## config.mk

```make
export PLATFORM = sky130hd
export DESIGN_NAME = onehot_decode_sequencer
export DESIGN_NICKNAME = d
export VERILOG_FILES = /design/src/rtl/onehot_dec_pkg.sv /design/src/rtl/sat_counter16.sv /design/src/rtl/onehot_decode_sequencer.sv
export SDC_FILE = /design/constraint.sdc
export NUM_CORES = 1
export LEC_CHECK = 0
export ABC_AREA = 1
export CAP_MARGIN = 10
export CORE_MARGIN = 3
export CORE_UTILIZATION = 44
export CTS_BUF_LIST = sky130_fd_sc_hd__clkbuf_16
export CTS_CLUSTER_SIZE = 14
export DETAILED_ROUTE_END_ITERATION = 16
export GPL_ROUTABILITY_DRIVEN = 0
export PLACE_DENSITY = 0.77
export SYNTH_ARGS = -nofsm -noshare
export SYNTH_HDL_FRONTEND = slang
export SYNTH_SLANG_ARGS = --single-unit
```

## constraint.sdc

```tcl
create_clock -name clk -period 2.7 [get_ports clk]
set_input_delay 0.54 -clock clk [delete_from_list [all_inputs] [get_ports clk]]
set_output_delay 0.54 -clock clk [all_outputs]
set_load 0.02 [all_outputs]
```

## src/rtl/onehot_dec_pkg.sv

```systemverilog
// Shared definitions for the one-hot decode sequencer: state codes,
// default timing constants and counter widths.
package onehot_dec_pkg;

    // Width of the hold / timeout down-counter.
    localparam int CNT_W = 8;

    // Width of the optional statistics counters.
    localparam int SAT_W = 16;

    // Default timing.
    localparam int HOLD_CYC_DEF = 4;
    localparam int TMO_CYC_DEF  = 16;

    // State codes.
    localparam logic [2:0] ST_IDLE = 3'd0;
    localparam logic [2:0] ST_HOLD = 3'd1;
    localparam logic [2:0] ST_WAIT = 3'd2;
    localparam logic [2:0] ST_DONE = 3'd3;
    localparam logic [2:0] ST_ERR  = 3'd4;

    typedef enum logic [2:0] {
        IDLE = ST_IDLE,
        HOLD = ST_HOLD,
        WAIT = ST_WAIT,
        DONE = ST_DONE,
        ERR  = ST_ERR
    } state_t;

    // Down-counter load value for a phase lasting cyc cycles.
    function automatic logic [CNT_W-1:0] cnt_load(input int cyc);
        return CNT_W'(cyc - 1);
    endfunction

endpackage

```

## src/rtl/sat_counter16.sv

```systemverilog
// Saturating event counter with synchronous clear.
// Ports: clk, rst (async, active-high), clr (sync clear, wins over inc),
//        inc (count one event), q (count, sticks at all-ones).
module sat_counter16
    import onehot_dec_pkg::*;
(
    input  logic             clk,
    input  logic             rst,
    input  logic             clr,
    input  logic             inc,
    output logic [SAT_W-1:0] q
);

    always_ff @(posedge clk or posedge rst) begin
        if (rst) begin
            q <= '0;
        end else if (clr) begin
            q <= '0;
        end else if (inc && (q != {SAT_W{1'b1}})) begin
            q <= q + 1'b1;
        end
    end

endmodule

```

## src/rtl/onehot_decode_sequencer.sv

```systemverilog
// Decodes an encoded channel index into a held one-hot line, holds it for a
// minimum time, then waits (bounded) for the target's acknowledge.
// Ports: clk, rst (async, active-high); code_valid/code_ready/code accept an
//   index; line_out one-hot drive; ack target acknowledge; busy, done and
//   tmo_err status (done/tmo_err are one-cycle pulses).
// Optional macro ONEHOT_DEC_STATS_EN adds stats_clr, xfer_cnt and tmo_cnt.
module onehot_decode_sequencer
    import onehot_dec_pkg::*;
#(
    parameter int IDX_W    = 3,
    parameter int HOLD_CYC = HOLD_CYC_DEF,
    parameter int TMO_CYC  = TMO_CYC_DEF
) (
    input  logic                    clk,
    input  logic                    rst,
    input  logic                    code_valid,
    output logic                    code_ready,
    input  logic [IDX_W-1:0]        code,
    output logic [(1<<IDX_W)-1:0]   line_out,
    input  logic                    ack,
    output logic                    busy,
    output logic                    done,
`ifdef ONEHOT_DEC_STATS_EN
    input  logic                    stats_clr,
    output logic [SAT_W-1:0]        xfer_cnt,
    output logic [SAT_W-1:0]        tmo_cnt,
`endif
    output logic                    tmo_err
);

    localparam int N = 1 << IDX_W;
    localparam logic [CNT_W-1:0] HOLD_LD = cnt_load(HOLD_CYC);
    localparam logic [CNT_W-1:0] TMO_LD  = cnt_load(TMO_CYC);

    state_t           state;
    state_t           state_n;
    logic [CNT_W-1:0] cnt;
    logic [CNT_W-1:0] cnt_n;
    logic [N-1:0]     line_n;
    logic [N-1:0]     lsb_one;

    assign lsb_one = {{(N-1){1'b0}}, 1'b1};

    // line_out itself is the captured index: it is loaded one-hot on the
    // handshake and cleared on the way out, so it never glitches.
    always_comb begin
        state_n = state;
        cnt_n   = cnt;
        line_n  = line_out;
        unique case (state)
            IDLE: begin
                if (code_valid && code_ready) begin
                    state_n = HOLD;
                    cnt_n   = HOLD_LD;
                    line_n  = lsb_one << code;
                end
            end
            HOLD: begin
                if (cnt == '0) begin
                    state_n = WAIT;
                    cnt_n   = TMO_LD;
                end else begin
                    cnt_n = cnt - 1'b1;
                end
            end
            WAIT: begin
                // ack takes priority over an expiring timeout
                if (ack) begin
                    state_n = DONE;
                    line_n  = '0;
                end else if (cnt == '0) begin
                    state_n = ERR;
                    line_n  = '0;
                end else begin
                    cnt_n = cnt - 1'b1;
                end
            end
            DONE, ERR: begin
                state_n = IDLE;
                cnt_n   = '0;
            end
            default: begin
                state_n = IDLE;
                cnt_n   = '0;
                line_n  = '0;
            end
        endcase
    end

    // Status outputs are registered from the next state so they line up
    // with the state they describe and come straight off flops.
    always_ff @(posedge clk or posedge rst) begin
        if (rst) begin
            state      <= IDLE;
            cnt        <= '0;
            line_out   <= '0;
            code_ready <= 1'b0;
            busy       <= 1'b0;
            done       <= 1'b0;
            tmo_err    <= 1'b0;
        end else begin
            state      <= state_n;
            cnt        <= cnt_n;
            line_out   <= line_n;
            code_ready <= (state_n == IDLE);
            busy       <= (state_n != IDLE);
            done       <= (state_n == DONE);
            tmo_err    <= (state_n == ERR);
        end
    end

`ifdef ONEHOT_DEC_STATS_EN
    logic enter_done;
    logic enter_err;

    assign enter_done = (state == WAIT) && (state_n == DONE);
    assign enter_err  = (state == WAIT) && (state_n == ERR);

    sat_counter16 u_xfer_cnt (
        .clk (clk),
        .rst (rst),
        .clr (stats_clr),
        .inc (enter_done),
        .q   (xfer_cnt)
    );

    sat_counter16 u_tmo_cnt (
        .clk (clk),
        .rst (rst),
        .clr (stats_clr),
        .inc (enter_err),
        .q   (tmo_cnt)
    );
`endif

endmodule

```

==> results.md, run 1 <==
Critical path:
- Measured in cells, the most critical reg-to-reg path has a length of 10.
- In this run the critical register-to-register path is launched from cnt[0].
- The type of the worst setup path is reg2reg.
- The endpoint of the worst-slack reg-to-reg timing path is cnt[5].
- The element type at the critical path start is a flop.
- The beginning of the critical path is cnt[0].
- The critical path ends at cnt[5].
- Data on the critical path arrives at its endpoint at 2180 ps.
- The minimum setup slack among reg-to-reg paths is 670 ps.
- The endpoint required time on the critical path is 2850 ps.
- Of all nets on the critical path, the largest fanout is 11.
- The kind of end point of the critical path is a flop.

CTS:
- TritonCTS built the clock tree.
- The number of buffers added by the clock tree synthesis step is 3.
- CTS placed an instance of clkbuf_16 at the clock tree root.
- The clock passes through at most 2 buffers.
- After clock tree synthesis, the clock-pin slew on the worst setup and hold paths is 60 ps.
- The number of setup buffers added after CTS is 0.
- For the worst-skew pair, the clock arrives at the later sink with an insertion delay of 260 ps.
- CTS built an H-tree with a depth of 1.
- For this design, the sink count on the clock tree is 23.
- The count of hold buffers inserted by post-cts repair is 0.
- The post-cts resize count is 0.

Routing:
- The average detailed-routed wire length per instance is 12.38 um.
- The detail-routed via count per cell is 5.244.
- The remaining design rule violation count is 0.
- The via count of the routed design is 1159.
- Once detail routing completed, the nets flagged for antenna violations numbered 0.
- The first TritonRoute pass finished after 5 iterations.
- For this block, the initial DRC count from the detailed router was 47.
- The total wire length is 2.737 mm.

Global routing:
- The initial antenna violation count is 0.
- The total overflow reported by the global router is 0.
- The pin count of the biggest net entering global routing is 24.
- The global-route usage over all layers is 0.1775.
- The number of global-route vias before repair came to 1137.
- The first global-routing pass estimated 4.843 mm of wire.

Floorplan:
- The top-level I/O count is 19.
- For this configuration, the core starts out at a cell density of 0.4865.
- The floorplan step defined a core boundary enclosing 0.002590 sq mm.
- The die footprint is 0.003541 sq mm.
- The die is 59.51 um wide.
- After floorplanning, the core was divided into 18 placement rows.
- The vertical die dimension is 59.51 um.

STA:
- Setup repair after global routing left no endpoint under its margin.
- Measured against its own limit, the worst slew margin works out to 0.4440.
- The actual slew at the worst max-slew pin is 833.1 ps.
- The total count of hold-check failures in the final report was 0.
- The post-route minimum period is 2031 ps.
- For this run, the top clock speed supported by timing is 492.3 MHz.
- Setup violations remaining at the end of the flow were counted as 0.
- Summed over all failing endpoints, the final setup total negative slack is 0 ps.
- Of the available clock period, the critical path in the final layout requires 0.7523.
- The max-slew violation count is 0.
- Across the routed clock network, the largest skew measured is 7.917 ps.

Finish:
- For this run, the share of the core covered by cells in the final layout is 0.5937.
- Of the cells placed in the final design, the portion with a size suffix greater than 1 is 0.05759.
- The antenna diode instance count is 0.
- The number of cells in the finished layout apart from fillers is 221.
- The final net count is 200.
- The synthesis-to-layout area growth is 22.05%.

Hold path:
- The worst hold path belongs to the class reg2reg.

Synthesis:
- The count of synthesis-stage warnings from yosys is 0.
- Yosys instantiated no cell more often than nand2_1.
- dfrtp_1 takes more of the synthesized area than any other cell.
- The flop and latch count out of synthesis is 23.
- After technology mapping, the gate count stands at 171.
- Among all flip-flop cells after synthesis, the most frequent one is dfrtp_1.
- Counting distinct cell types in the post-synthesis netlist gives 20.
- The post-synthesis instance area is 0.001260 sq mm.
- After synthesis, the cell types taking the most area are dfrtp_1 46%, nand2_1 17%, inv_1 7.1%, o21ai_0 6.8%, nor2_1 5.1%.
- The number of nets in the synthesized netlist is 179.
- The share of synthesized area in the top cell type comes to 0.4568.
- The number of flops mapped to enable cells by yosys is 0.
- The share of synthesized flip-flops with an asynchronous set or reset is 1.000.
- Ranked by instance count, the synthesized netlist is headed by 57 x nand2_1, 24 x inv_1, 23 x dfrtp_1.
- A synthesized cell averages 7.368 sq um.
- For this run, the register share of the synthesized area comes to 0.4568.

Power and ir drop:
- IR analysis of the VDD net gives a maximum drop of 0.0007240 V.
- In this run the power density over the cells is 1199 mW/mm^2.
- The overall power is 1.844 mW.
- In this run the static leakage power is 0.8068 nW.

Placement:
- Input and output buffers added on the ports amount to 18.
- The HPWL reported at the end of detailed placement is 2.032 mm.
- The placed instance count is 217.

Outcome:
- The run finished with clean final reports.

Flow run:
- Max-cap violations in this run came to 0.
routing by layer:
metal / global-route usage / up-vias / wire, um
met4: 0.05063 / 0 / 26
met2: 0.2902 / 34 / 1355
met5: 0 / - / 0
li1: - / 584 / -
met3: 0.03704 / 4 / 140
met1: 0.2373 / 537 / 1214
state kept, by name (all words and copies together) (netlist names):
| name | flops |
|---|---|
| busy | 1 |
| cnt | 8 |
| code_ready | 1 |
| done | 1 |
| line_out | 8 |
| state | 3 |
| tmo_err | 1 |
layout by cell type, fill, tap and decap left out:
cell             netlist  routed
a21oi_2                1       1
a21oi_1                1       1
nand2_2                3       3
inv_1                 24      25
xnor2_1                1       1
clkbuf_16              0       3
inv_2                  2       2
o21ai_0               17      17
nor2_8                 1       1
nand4_1                7       7
nor2_1                17      17
dfrtp_1               23      23
clkdlybuf4s50_1        0      18
nor3_1                 3       3
o211ai_1               1       1
ha_1                   1       1
o21ai_4                1       1
nand3_1                8       8
xor2_1                 1       1
nand2_1               57      57
worst max-delay path: stages, from the launching register on:
cell and delay (ps):
dfrtp_1 420, inv_1 100, ha_1 240, nand2_2 130, inv_1 60, nand2_2 150, nand2_1 90, a21oi_2 380
inv_1 180, nand2_1 100, nand2_1 60
how the worst min path moves through the flow:
stage / cells after the start / end / startpoint
after detailed placement: 2 / line_out[5] / line_out[5]
final: 2 / line_out[4] / line_out[4]
after global routing: 2 / line_out[5] / line_out[5]
after CTS: 2 / line_out[5] / line_out[5]
after global placement: 2 / line_out[7] / line_out[7]
after floorplan: 2 / cnt[6] / cnt[6]
power by group:
part	total [mW]	switching (mW)	leakage, nW	internal, mW
sequential	0.554	0.0878	0.305	0.466
clock	0.315	0.117	0.0423	0.198
combinational	0.975	0.642	0.460	0.334
total	1.84	0.846	0.807	0.997
cell type report:
type	instances	area, sq um
Fill cell	213	1052
Sequential cell	23	575.6
Multi-Input combinational cell	120	568.0
Timing Repair Buffer	18	180.2
Inverter	26	97.59
Clock buffer	3	75.07
Tap cell	30	37.54
Clock inverter	1	3.754
kinds of logic (layout without fill, tap and decap cells):
family          count (synthesis)  in the layout  synth area share
flops                          23             23            0.4568
xor+xnor                        2              2           0.01391
buf+inv                        28             48           0.09236
compound gates                 21             21           0.09732
simple gates                   96             96            0.3297
fa+ha+maj                       1              1          0.009929
through the flow:
stage	hold slack [ps]	cell area (sq um)	setup WS (ps)
floorplan	470.7	1260	1175
global placement	470.8	1459	772.5
detailed placement	473.7	1459	721.0
CTS	488.1	1538	689.9
global route	514.6	1538	411.0
finish	488.9	1538	668.7
Power figures use the tool's default switching activity.
==> run 2, diff against run 1 <==
==> constraint.sdc (replaced) <==
create_clock -name clk -period 2 [get_ports clk]
set_input_delay 0.4 -clock clk [delete_from_list [all_inputs] [get_ports clk]]
set_output_delay 0.4 -clock clk [all_outputs]
set_load 0.02 [all_outputs]
==> run 2 against run 1 <==
Compared with the run above:
- die area stayed put
- highest routed layer unchanged
- final cell count is 1.4% higher
- worst hold slack worse by 7.5 ps
- critical endpoint is now line_out[2]
- largest power group unchanged
- global-route usage is 0.39 points lower
- power is 38% higher
- count of clock-buffer cells in the layout stayed put
==> results.md, run 2 (synthesis gave the netlist of run 1 again) <==
Outcome:
- The run finished with clean final reports.

STA:
- For the final database, setup skew stands at 1.139 ps.
- Setup repair after global routing left no endpoint under its margin.
- The worst-case headroom to the max-slew limit is 0.7744.
- For the pin with the worst max-slew slack, the measured transition is 337.1 ps.
- Summed over all failing endpoints, the final setup total negative slack is 0 ps.
- Timing would allow up to 573.9 MHz.
- The final clock period utilization by the worst path is 0.8712.
- After layout, the worst setup slack is 257.6 ps.
- The clock period could shrink to 1742 ps.
- The total count of hold-check failures in the final report is 0.
- Setup violations remaining at the end of the flow were counted as 0.
- On the final layout, the worst hold slack is 481.4 ps.
- The max-slew violation count is 0.

Routing:
- The total wire length is 2.748 mm.
- Wire segments on met3 add up to 128 um in the final route.
- The remaining design rule violation count is 0.
- In this run the remaining antenna-violating nets after routing total 0.
- The highest layer used for signal routing is met4.
- The routed length on met1 is 1.216 mm.
- The via count of the routed design is 1143.
- The average detailed-routed wire length per instance is 12.27 um.
- Summed over all nets, wire length on met2 after detailed routing comes to 1.348 mm.
- The number of optimization iterations in the first detailed-route pass is 4.
- For this block, the initial DRC count from the detailed router was 43.
- Using the TritonRoute via totals, the vias-per-cell ratio works out to 5.103.

Critical path:
- The element type at the critical path start is a flop.
- Of all nets on the critical path, the largest fanout is 16.
- The type of the worst setup path is reg2reg.
- The endpoint required time on the critical path is 2130 ps.
- The kind of end point of the critical path is a flop.
- The arrival time of the worst setup path is 1870 ps.

Placement:
- The count of input and output buffers is 18.
- The post-placement worst setup slack is 276.9 ps.
- The HPWL reported at the end of detailed placement is 2.073 mm.

Power and ir drop:
- The part of the power in registers is 0.290.
- Across the VDD grid, the largest voltage drop is 0.0008200 V.
- The design draws 2.545 mW.
- Cell internal power was estimated by the tool at 1.389 mW.
- The power per cell area is 1630 mW/mm^2.
- The switching part of the total is 0.4541.
- The fraction of power consumed by the clock network is 0.168.
- The leakage power is 0.8195 nW.
- In this run the power spent charging and discharging nets is 1.156 mW.
- The share of total power dissipated in combinational logic is 0.541.

Global routing:
- The first global-routing pass estimated 4.643 mm of wire.
- The initial antenna violation count is 0.
- The number of global-route vias before repair is 1111.
- The global-route usage over all layers is 0.1736.
- For this run the aggregate overflow at the end of global routing stands at 0.
- Entering global routing, the biggest net connects 24 pins.

Finish:
- The leading cell type in the layout, fill and taps excluded is nand2_1.
- In the final design database the tool counted 203 nets.
- The antenna diode instance count is 0.
- The synthesis-to-layout area growth is 23.93%.
- The share of post-route cells with drive strength above 1 is 0.07732.
- The largest registers in the layout are cnt (8), line_out (8), state (3).
- In the layout the commonest cells are 57 x nand2_1, 24 x inv_1, 23 x dfrtp_1.
- Measured on the finished design, the core utilization comes to 0.6029.
- The layout has 216 filler cells.

CTS:
- The longest clock path from root to sink contains 2 buffers.
- The post-CTS setup-driven buffer insertion count is 0.
- In this run the number of H-tree levels came out at 1.
- The count of hold buffers inserted by post-cts repair is 0.
- After clock tree synthesis, the repair step resized 0 gates.
- In this run, CTS created clock tree buffers numbering 3.
- The count of clock tree sinks is 23.
- The master cell of the clock root buffer is clkbuf_16.
- The TritonCTS clock tree is done.
- The source-to-sink clock delay at the later pin of the worst-skew pair is 250 ps.
- The clock-pin transition on the worst setup and hold timing paths is 60 ps.

Flow run:
- The number of max-cap violations is 0.

Hold path:
- The path category of the worst min-delay check is reg2reg.

Floorplan:
- The effective utilization at floorplan is 0.4865.
- The die is 59.51 um tall.
- During I/O placement, the number of pins put on the boundary was 19.
- The die footprint is 0.003541 sq mm.
- The floorplan has 18 rows.
- From left edge to right edge, the die measures 59.51 um.
- The standard cell core area is 0.002590 sq mm.
-- run 2: changes by cell type in the layout (fill, tap and decap cells not counted), sizes merged --
| cell | before | now |
|---|---|---|
| buf | 0 | 3 |
| clkinv | 0 | 1 |
| inv | 27 | 26 |
-- run 2: final timing paths --
kind / startpoint / endpoint / slack [ps] / cells after the start
max: cnt[0] / line_out[2] / 260 / 8
min: line_out[6] / line_out[6] / 480 / 2
min in group asynchronous: rst / cnt[0] / 490 / 3
max reg2reg: cnt[0] / line_out[2] / 260 / 8
min reg2reg: line_out[6] / line_out[6] / 480 / 2
max in group asynchronous: rst / state[1] / 1280 / 3
-- run 2: per-layer routing --
metal,up-vias,track usage
met5,-,0
met4,0,0.07911
met3,7,0.03922
met2,26,0.2949
met1,522,0.2077
li1,588,-
-- run 2: layout make-up --
cell class	instances	area [sq um]	share of cell area
clock buffer	3	75.07	0.04808
timing repair buffer	21	202.7	0.1298
clock inverter	1	5.005	0.003205
inverter	26	97.59	0.06250
multi-input combinational	120	568.0	0.3638
sequential	23	575.6	0.3686
tap	30	37.54	0.02404
-- run 2: power groups by stage --
| stage | combinational, mW | clock (mW) | sequential [mW] |
|---|---|---|---|
| global placement | 1.33 | 0 | 0.731 |
| global route | 1.55 | 0.457 | 0.760 |
| floorplan | 0.909 | 0 | 0.815 |
| detailed placement | 1.36 | 0 | 0.741 |
| finish | 1.38 | 0.428 | 0.739 |
| CTS | 1.38 | 0.437 | 0.737 |
-- run 2: critical path, stage by stage, from the launching register on --
cell	delay (ps)
dfrtp_1	420
inv_1	100
ha_1	240
nand2_2	120
inv_1	60
nand2_2	140
inv_1	110
o21ai_4	300
o21ai_0	130
-- run 2: stage by stage --
step,area [sq um],std cells
4_1_cts,1562,224
5_1_grt,1562,224
3_5_place_dp,1481,220
2_1_floorplan,1260,171
6_report,1562,224
3_3_place_gp,1481,220
